==> config.mk <==
export PLATFORM = sky130hd
export DESIGN_NAME = pic_priority_resolver
export DESIGN_NICKNAME = d
export VERILOG_FILES = /design/src/rtl/pic_pkg.sv /design/src/rtl/pic_prio_pick.sv /design/src/rtl/pic_priority_resolver.sv
export SDC_FILE = /design/constraint.sdc
export NUM_CORES = 1
export LEC_CHECK = 0
export CAP_MARGIN = 10
export CORE_MARGIN = 3
export CORE_UTILIZATION = 59
export CTS_CLUSTER_DIAMETER = 150
export DETAILED_ROUTE_END_ITERATION = 6
export HOLD_SLACK_MARGIN = 0.03
export PLACE_DENSITY = 0.88
export SYNTH_ARGS = -nofsm -noshare
export SYNTH_HDL_FRONTEND = slang
export SYNTH_SLANG_ARGS = --single-unit
==> constraint.sdc <==
create_clock -name clk -period 11.1 [get_ports clk]
set_input_delay 1.665 -clock clk [delete_from_list [all_inputs] [get_ports clk]]
set_output_delay 1.665 -clock clk [all_outputs]
set_load 0.03 [all_outputs]
==> src/rtl/pic_pkg.sv <==
// Shared definitions for the PIC priority resolver: index-width helper,
// default vector base and EOI mode encodings.
package pic_pkg;

  localparam logic [7:0] VECTOR_BASE_DEF = 8'h20;

  typedef enum logic {
    EOI_NONSPEC = 1'b0,
    EOI_SPEC    = 1'b1
  } eoi_mode_e;

  function automatic int clog2(input int n);
    int r;
    r = 0;
    while ((1 << r) < n) r++;
    return r;
  endfunction

endpackage

==> src/rtl/pic_prio_pick.sv <==
// Rotating priority picker: hi_ptr is the highest-priority position, then
// descending mod N. Returns the winning channel index.
module pic_prio_pick
  import pic_pkg::*;
#(
  parameter int N = 8,
  localparam int IW = clog2(N)
) (
  input  logic [N-1:0]  req,
  input  logic [IW-1:0] hi_ptr,
  output logic          found,
  output logic [IW-1:0] idx
);

  logic [N-1:0]  req_rot;
  logic [IW-1:0] pos;
  logic [IW:0]   sum;

  // req_rot[N-1] holds the channel at hi_ptr, lower bits follow in descending priority
  assign req_rot = N'({req, req} >> ({1'b0, hi_ptr} + (IW+1)'(1)));

  always_comb begin
    found = 1'b0;
    pos   = '0;
    for (int k = 0; k < N; k++) begin
      if (req_rot[k]) begin
        found = 1'b1;
        pos   = IW'(k);
      end
    end
    sum = {1'b0, pos} + {1'b0, hi_ptr} + (IW+1)'(1);
    if (sum >= (IW+1)'(N)) sum = sum - (IW+1)'(N);
    idx = sum[IW-1:0];
  end

endmodule

==> src/rtl/pic_priority_resolver.sv <==
// N-channel interrupt priority resolver: IRR/IMR/ISR registers, fully nested
// fixed or rotating priority, INTA vector delivery and EOI handling.
module pic_priority_resolver
  import pic_pkg::*;
#(
  parameter int         N           = 8,
  parameter int         IDX_W       = 3,
  parameter bit         EDGE_MODE   = 1'b1,
  parameter logic [7:0] VECTOR_BASE = VECTOR_BASE_DEF
) (
  input  logic             clk,
  input  logic             rst_n,
  input  logic [N-1:0]     irq,
  input  logic             imr_we,
  input  logic [N-1:0]     imr_wdata,
  input  logic             rotate_en,
  input  logic             inta,
  input  logic             eoi,
  input  logic             eoi_spec,
  input  logic [IDX_W-1:0] eoi_idx,
  output logic             int_o,
  output logic             vec_valid,
  output logic             spurious,
  output logic [7:0]       vec,
  output logic [N-1:0]     isr_o,
  output logic [N-1:0]     irr_o
);

  logic [N-1:0]     sync1_q, sync2_q, sync3_q;
  logic [N-1:0]     irr_q, irr_d, isr_q, isr_d, imr_q, imr_d;
  logic [IDX_W-1:0] hi_ptr_q, hi_ptr_d;
  logic             int_q, int_d, vec_valid_q, vec_valid_d, spurious_q, spurious_d;
  logic [7:0]       vec_q, vec_d;

  logic [N-1:0]     irr, edge_set, clr_mask, set_mask;
  logic             req_found, isr_found, accept, eoi_hit;
  logic [IDX_W-1:0] req_idx, isr_idx, eoi_tgt;

  function automatic logic [IDX_W-1:0] rank_of(input logic [IDX_W-1:0] idx,
                                               input logic [IDX_W-1:0] hp);
    logic [IDX_W+1:0] t;
    t = {2'b00, idx} + (IDX_W+2)'(N) - {2'b00, hp} - (IDX_W+2)'(1);
    if (t >= (IDX_W+2)'(N)) t = t - (IDX_W+2)'(N);
    return t[IDX_W-1:0];
  endfunction

  assign irr = EDGE_MODE ? irr_q : sync2_q;

  pic_prio_pick #(.N(N)) u_req_pick (
    .req    (irr & ~imr_q),
    .hi_ptr (hi_ptr_q),
    .found  (req_found),
    .idx    (req_idx)
  );

  pic_prio_pick #(.N(N)) u_isr_pick (
    .req    (isr_q),
    .hi_ptr (hi_ptr_q),
    .found  (isr_found),
    .idx    (isr_idx)
  );

  always_comb begin
    accept  = inta && !vec_valid_q;
    eoi_hit = 1'b0;
    eoi_tgt = '0;
    if (eoi) begin
      if (eoi_mode_e'(eoi_spec) == EOI_SPEC) begin
        if (({1'b0, eoi_idx} < (IDX_W+1)'(N)) && isr_q[eoi_idx]) begin
          eoi_hit = 1'b1;
          eoi_tgt = eoi_idx;
        end
      end else if (isr_found) begin
        eoi_hit = 1'b1;
        eoi_tgt = isr_idx;
      end
    end
    clr_mask = eoi_hit ? (N'(1) << eoi_tgt) : '0;
    set_mask = (accept && req_found) ? (N'(1) << req_idx) : '0;

    // EOI clear applies first so an acknowledge of the same channel keeps it in service
    isr_d    = (isr_q & ~clr_mask) | set_mask;
    edge_set = sync2_q & ~sync3_q;
    irr_d    = EDGE_MODE ? ((irr_q & ~set_mask) | edge_set) : '0;
    imr_d    = imr_we ? imr_wdata : imr_q;

    hi_ptr_d = hi_ptr_q;
    if (eoi_hit && rotate_en) begin
      hi_ptr_d = (eoi_tgt == '0) ? IDX_W'(N-1) : eoi_tgt - IDX_W'(1);
    end

    int_d = req_found &&
            (!isr_found || (rank_of(req_idx, hi_ptr_q) > rank_of(isr_idx, hi_ptr_q)));

    vec_valid_d = accept;
    spurious_d  = accept && !req_found;
    vec_d       = vec_q;
    if (accept) begin
      vec_d = req_found ? (VECTOR_BASE + 8'(req_idx)) : (VECTOR_BASE + 8'(N-1));
    end
  end

  always_ff @(posedge clk or negedge rst_n) begin
    if (!rst_n) begin
      sync1_q     <= '0;
      sync2_q     <= '0;
      sync3_q     <= '0;
      irr_q       <= '0;
      isr_q       <= '0;
      imr_q       <= '1;
      hi_ptr_q    <= IDX_W'(N-1);
      int_q       <= 1'b0;
      vec_valid_q <= 1'b0;
      spurious_q  <= 1'b0;
      vec_q       <= 8'h00;
    end else begin
      sync1_q     <= irq;
      sync2_q     <= sync1_q;
      sync3_q     <= sync2_q;
      irr_q       <= irr_d;
      isr_q       <= isr_d;
      imr_q       <= imr_d;
      hi_ptr_q    <= hi_ptr_d;
      int_q       <= int_d;
      vec_valid_q <= vec_valid_d;
      spurious_q  <= spurious_d;
      vec_q       <= vec_d;
    end
  end

  assign int_o     = int_q;
  assign vec_valid = vec_valid_q;
  assign spurious  = spurious_q;
  assign vec       = vec_q;
  assign isr_o     = isr_q;
  assign irr_o     = irr;

endmodule
Yosys cells after proc, flatten, opt, wreduce, memory -nomap -nowiden --
Index checks and enable logic that the tools add are counted.
Storage, ports and cells: register bits after elaboration 62, input bits 26
Cells by class: $add $sub $neg 17, magnitude comparators 6, shifts and indexed selects 4, muxes and demuxes 48, bitwise operators 10, reduce and logical (&&, ||, !) cells 10
Operators by type and width (number):
- two-way mux 3 bit | 17
- bitwise AND 8 bit | 4
- NOT 8 bit | 4
- right shift 16 x 4 -> 8 bit | 2
- two-way mux 1 bit | 23
- two-way mux 8 bit | 2
- bitwise OR 8 bit | 2
- << shifter 1 x 3 -> 8 bit, first input constant | 2
- subtractor 3 x 1 -> 3 bit, second input constant | 5
- adder 3 x 4 -> 5 bit, second input constant | 2
- >= comparator 5 x 4 -> 1 bit, second input constant | 2
- subtractor 5 x 1 -> 5 bit, second input constant | 2
- subtractor 5 x 3 -> 5 bit | 2
- adder 3 x 3 -> 4 bit | 2
- adder 4 x 1 -> 4 bit, second input constant | 2
- >= comparator 4 bit, second input constant | 2
- two-way mux 2 bit | 4
- adder 6 x 3 -> 7 bit, first input constant | 1
- two-way mux 7 bit | 1
- logical AND 1 bit | 5
- adder 3 x 1 -> 4 bit, second input constant | 1
- less-than comparator 3 x 4 -> 1 bit, second input constant | 1
- binary-select mux 1 bit (select 3 bit) | 1
- greater-than comparator 3 bit | 1
- other kinds (3) | 5

Depth between registers and ports, before layout --
word-level depth 22, mapped depth 20, mapped depth without buffers 18

Cells and area by module --
A second synthesis with hierarchy kept.
Unflattened totals: cells, all modules 374, area total of the unflattened synthesis 3687.3 sq um
By module, submodules not included:
- pic_priority_resolver | instances 1, cells an instance 204, area an instance 2433.6 sq um, seq. area each 1465.2 sq um
- pic_prio_pick | instances 2, cells an instance 85, area an instance 626.9 sq um, seq. area each 0.0 sq um

Worst setup path after synthesis --
OpenSTA, ideal clock, no wires.
path type reg2reg, start reg hi_ptr_q[1], end reg int_q, in the netlist int_o, library setup time 135 ps, arrival 4346 ps, setup slack 6619 ps, stages on the path, launching flop included 21, path through dfstp_2 > clkbuf_8 > clkbuf_1 > buf_2 > mux2i_1 > mux2_2 > o211ai_1 > a221oi_1 > or3_1 > a31o_2 > ha_1 > inv_1 > fa_1 > fa_1 > inv_1 > ha_1 > a21o_1 > a21oi_1 > a31oi_1 > nor2_1 > nor2_1
Between the ends: cells in the longest elaborated chain, start to end 21
RTL lines:
- from (decl) | line pic_priority_resolver.sv:31 | logic [IDX_W-1:0] hi_ptr_q, hi_ptr_d;
- from (signal assigned) | line pic_priority_resolver.sv:111 | hi_ptr_q <= IDX_W'(N-1);
- from (signal assigned) | line pic_priority_resolver.sv:123 | hi_ptr_q <= hi_ptr_d;
- adder 3 x 1 -> 4 bit | line pic_prio_pick.sv:20 | assign req_rot = N'({req, req} >> ({1'b0, hi_ptr} + (IW+1)'(1)));
- right shift 16 x 4 -> 8 bit | line pic_prio_pick.sv:20
- two-way mux 1 bit | line pic_prio_pick.sv:26 | if (req_rot[k]) begin
- two-way mux 2 bit (2 in a row) | line pic_prio_pick.sv:26
- two-way mux 3 bit (4 in a row) | line pic_prio_pick.sv:26
- adder 3 x 3 -> 4 bit | line pic_prio_pick.sv:31 | sum = {1'b0, pos} + {1'b0, hi_ptr} + (IW+1)'(1);
- adder 4 x 1 -> 4 bit | line pic_prio_pick.sv:31
- >= comparator 4 bit / subtractor 3 x 1 -> 3 bit (equally long branches) | line pic_prio_pick.sv:32 | if (sum >= (IW+1)'(N)) sum = sum - (IW+1)'(N);
- (+2 left out)
- subtractor 5 x 3 -> 5 bit | line pic_priority_resolver.sv:42 | t = {2'b00, idx} + (IDX_W+2)'(N) - {2'b00, hp} - (IDX_W+2)'(1);
- subtractor 5 x 1 -> 5 bit | line pic_priority_resolver.sv:42
- >= comparator 5 x 4 -> 1 bit / subtractor 3 x 1 -> 3 bit (equally long branches) | line pic_priority_resolver.sv:43 | if (t >= (IDX_W+2)'(N)) t = t - (IDX_W+2)'(N);
- two-way mux 3 bit | line pic_priority_resolver.sv:43
- greater-than comparator 3 bit | line pic_priority_resolver.sv:93 | (!isr_found || (rank_of(req_idx, hi_ptr_q) > rank_of(isr_idx, hi_ptr_q)));
- logical OR 1 bit | line pic_priority_resolver.sv:93
- logical AND 1 bit * | line pic_priority_resolver.sv:92 | int_d = req_found &&
- net int_d | line pic_priority_resolver.sv:32 | logic int_q, int_d, vec_valid_q, vec_valid_d, spurious_q, spurious_d;
- to (signal assigned) | line pic_priority_resolver.sv:124 | int_q <= int_d;
- to (decl) | line pic_priority_resolver.sv:32
Mark *: on every way through the listed nets, which the timed path passes. The rest lies on a longest branch. A chain may end at the register's enable or synchronous reset.

Worst setup path in the final report --
Same ends and word-level chain as after synthesis.

==> reports/results.ini <==
[detailed_routing]
drt-vias-per-instance = 6.254
ant_nets = 0
drc = 0
first_pass_iters = 5
detail_route.wl_per_cell_microns = 18.69
totalWireLength_mm = 8.616
drt-initial-drc-count = 359
vias = 2883

[die]
dieHeight_microns = 84.96
io_pins = 53
fp.dieW_microns = 84.96
start_util_pct = 61.40
dieArea_sq_mm = 0.007218
rows = 28
core_area_sq_mm = 0.005991

[worst_setup_path]
critPathKind = reg -> reg
crit_path_end_kind = register
crit_fanout = 37
cp.arrival_ns = 5.11
cp-start-kind = register
worstPathRequired_ns = 11.28

[cts]
htree_num_levels = 3
worst_skew_pair.late_latency_ns = 0.33
cts_tree = done
numCtsBuffers = 9
cts_hold_buffers = 0
cts.clk_slew.worst_paths_ns = 0.07
cts_num_sinks = 58
cts_root_buf = clkbuf_8
cts_setup_buffers = 0
clk_path_buf_depth = 2
cts_resized = 0

[yosys]
ys.flop_type = dfrtp_1
yosysMostFrequentCell = dfrtp_1
syn_area_sq_mm = 0.003679
ys_types = 73
yosysWarnings = 0
synthCells = 337
avgSynthCellArea_sq_um = 10.92
ys_seq_area_share_pct = 39.83
async_reset_ff_share_pct = 100.0
ys_ff_latch = 58
synth_top_area_cell = dfrtp_1
synthTopCellsByArea = dfrtp_1 (32%), dfstp_2 (7.9%), mux2_2 (5.5%)
synth-edff-count = 0
synth_top_area_share_pct = 31.97
synthTopCellsByCount = dfrtp_1 (47), inv_1 (23), nor2_1 (20)

[global_route]
grt_start_max_net_pins = 59
grt_first_pass_wirelength_mm = 14.32
grt_pass1_vias = 2882
grt.overflow.total = 0
antenna_found_initial = 0
track_usage_pct = 25.31

[timing]
tns_ns = 0
timing.fmax_mhz = 203.0
worst_slew_pin_slew_ns = 0.9417
hold_viol = 0
rsz0062_at_grt = no
max_slew_margin_pct = 36.74
finalSetupViolCount = 0
finalMaxSlewViolations = 0
finalCritPeriodShare_pct = 44.38
period_needed_ns = 4.926
fin_skew_ns = 0.008332

[place]
gp_congestion = 0.9246
hpwl_mm = 6.131
io_buffers = 48

[power]
vdd_drop_max_mv = 0.2322
p_leak_nw = 1.875
power_density_mw_per_mm2 = 346.8

[finish]
diodes = 0
nets = 422
fin_util_pct = 73.02
drive_above_1_share_pct = 19.43
synthToLayoutAreaGrowth_pct = 18.91

[job]
cap_violations = 0

[hold_path]
holdCritPathClass = reg -> reg

[run_status]
status = complete, no violations

[layer usage]
layer	track usage, %	routed length [microns]	vias up
li1	-	-	1324
met3	6.602	626	19
met5	0	0	-
met1	33.97	3628	1420
met2	39.19	4166	120
met4	10.50	195	0
[critical path, stage by stage, from the launching register on]
cell      delay [ns]
dfstp_2         1.00
mux2i_1         0.54
nor3_1          0.11
a311oi_1        0.29
a31oi_1         0.09
or3_1           0.40
a31o_2          0.25
ha_1            0.21
inv_1           0.08
fa_1            0.44
fa_1            0.49
inv_1           0.04
ha_1            0.28
a21o_1          0.16
a21oi_1         0.17
a31oi_1         0.07
nor2_1          0.10
nor2_1          0.05
[through the flow]
stage | hold WS [ns] | cell area [sq um] | power, mW | cells | worst slack, ns
2_1_floorplan | 0.3312 | 3690 | 1.033 | 340 | 6.619
3_3_place_gp | 0.3326 | 4125 | 1.217 | 445 | 6.444
3_5_place_dp | 0.3347 | 4125 | 1.259 | 445 | 6.311
4_1_cts | 0.3511 | 4374 | 1.510 | 461 | 6.276
5_1_grt | 0.3581 | 4374 | 1.630 | 461 | 5.912
6_report | 0.3491 | 4374 | 1.517 | 461 | 6.174
[layout make-up]
type,instances,area (sq um)
fill,404,1617
clock buffer,9,123.9
sequential,58,1465
tap,75,93.84
clock inverter,7,125.1
multi-input combinational,239,1991
inverter,24,92.59
timing repair buffer,49,483.0
[state kept, by name (all words and copies together), names as in the netlist]
signal     flops
isr_o          8
imr_q          8
vec            4
irr_o          8
sync1_q        8
spurious       1
sync2_q        8
sync3_q        8
int_o          1
vec_valid      1
hi_ptr_q       3
[path summary, 6_finish.rpt]
path | end | start | slack, ns | depth (start not counted)
worst max-delay path | int_o$_DFF_PN0_ | hi_ptr_q[1]$_DFFE_PN1P_ | 6.17 | 17
worst min-delay path | sync2_q[7]$_DFF_PN0_ | sync1_q[7]$_DFF_PN0_ | 0.35 | 0
worst max register to register | int_o$_DFF_PN0_ | hi_ptr_q[1]$_DFFE_PN1P_ | 6.17 | 17
worst min register to register | sync2_q[7]$_DFF_PN0_ | sync1_q[7]$_DFF_PN0_ | 0.35 | 0
max in group asynchronous | sync2_q[2]$_DFF_PN0_ | rst_n | 9.14 | 2
min in group asynchronous | sync2_q[0]$_DFF_PN0_ | rst_n | 1.48 | 2
[placed cells by master (no fill, tap or decap), types with 5 or more instances in the layout]
master           netlist  layout
a21o_1                 5       5
nor2b_1                7       7
nand2_1               13      13
nand2b_1               5       5
clkbuf_8               2       9
inv_1                 23      23
and2_1                 5       5
mux4_2                 9       9
o21ai_0               18      18
nor2_1                20      20
dfstp_2               11      11
clkdlybuf4s50_1        0      47
a22o_1                 6       6
nand3_1               15      15
ha_1                  11      11
mux2i_1               11      11
mux2_2                18      18
a21oi_1                7       7
nor3_1                 7       7
dfrtp_1               47      47
[where the power goes]
group,leakage (nW),internal [mW],switching (mW)
clock,0.124,0.151,0.0894
combinational,1.11,0.413,0.506
sequential,0.642,0.261,0.0958
[cells by family (layout without fill, tap and decap cells)]
| logic type | count (synthesis) | in the layout | synth area share [%] |
|---|---|---|---|
| buffers and inverters | 43 | 89 | 6.360 |
| AND/OR/NAND/NOR | 98 | 98 | 15.27 |
| XOR/XNOR | 5 | 5 | 1.190 |
| flip-flops | 58 | 58 | 39.83 |
| multiplexers | 43 | 43 | 16.16 |
| other | 1 | 4 | 0.1019 |
| adder cells (fa/ha/maj) | 15 | 15 | 5.918 |
| AO/OA/AOI/OAI | 74 | 74 | 15.17 |
Power figures use the tool's default switching activity.
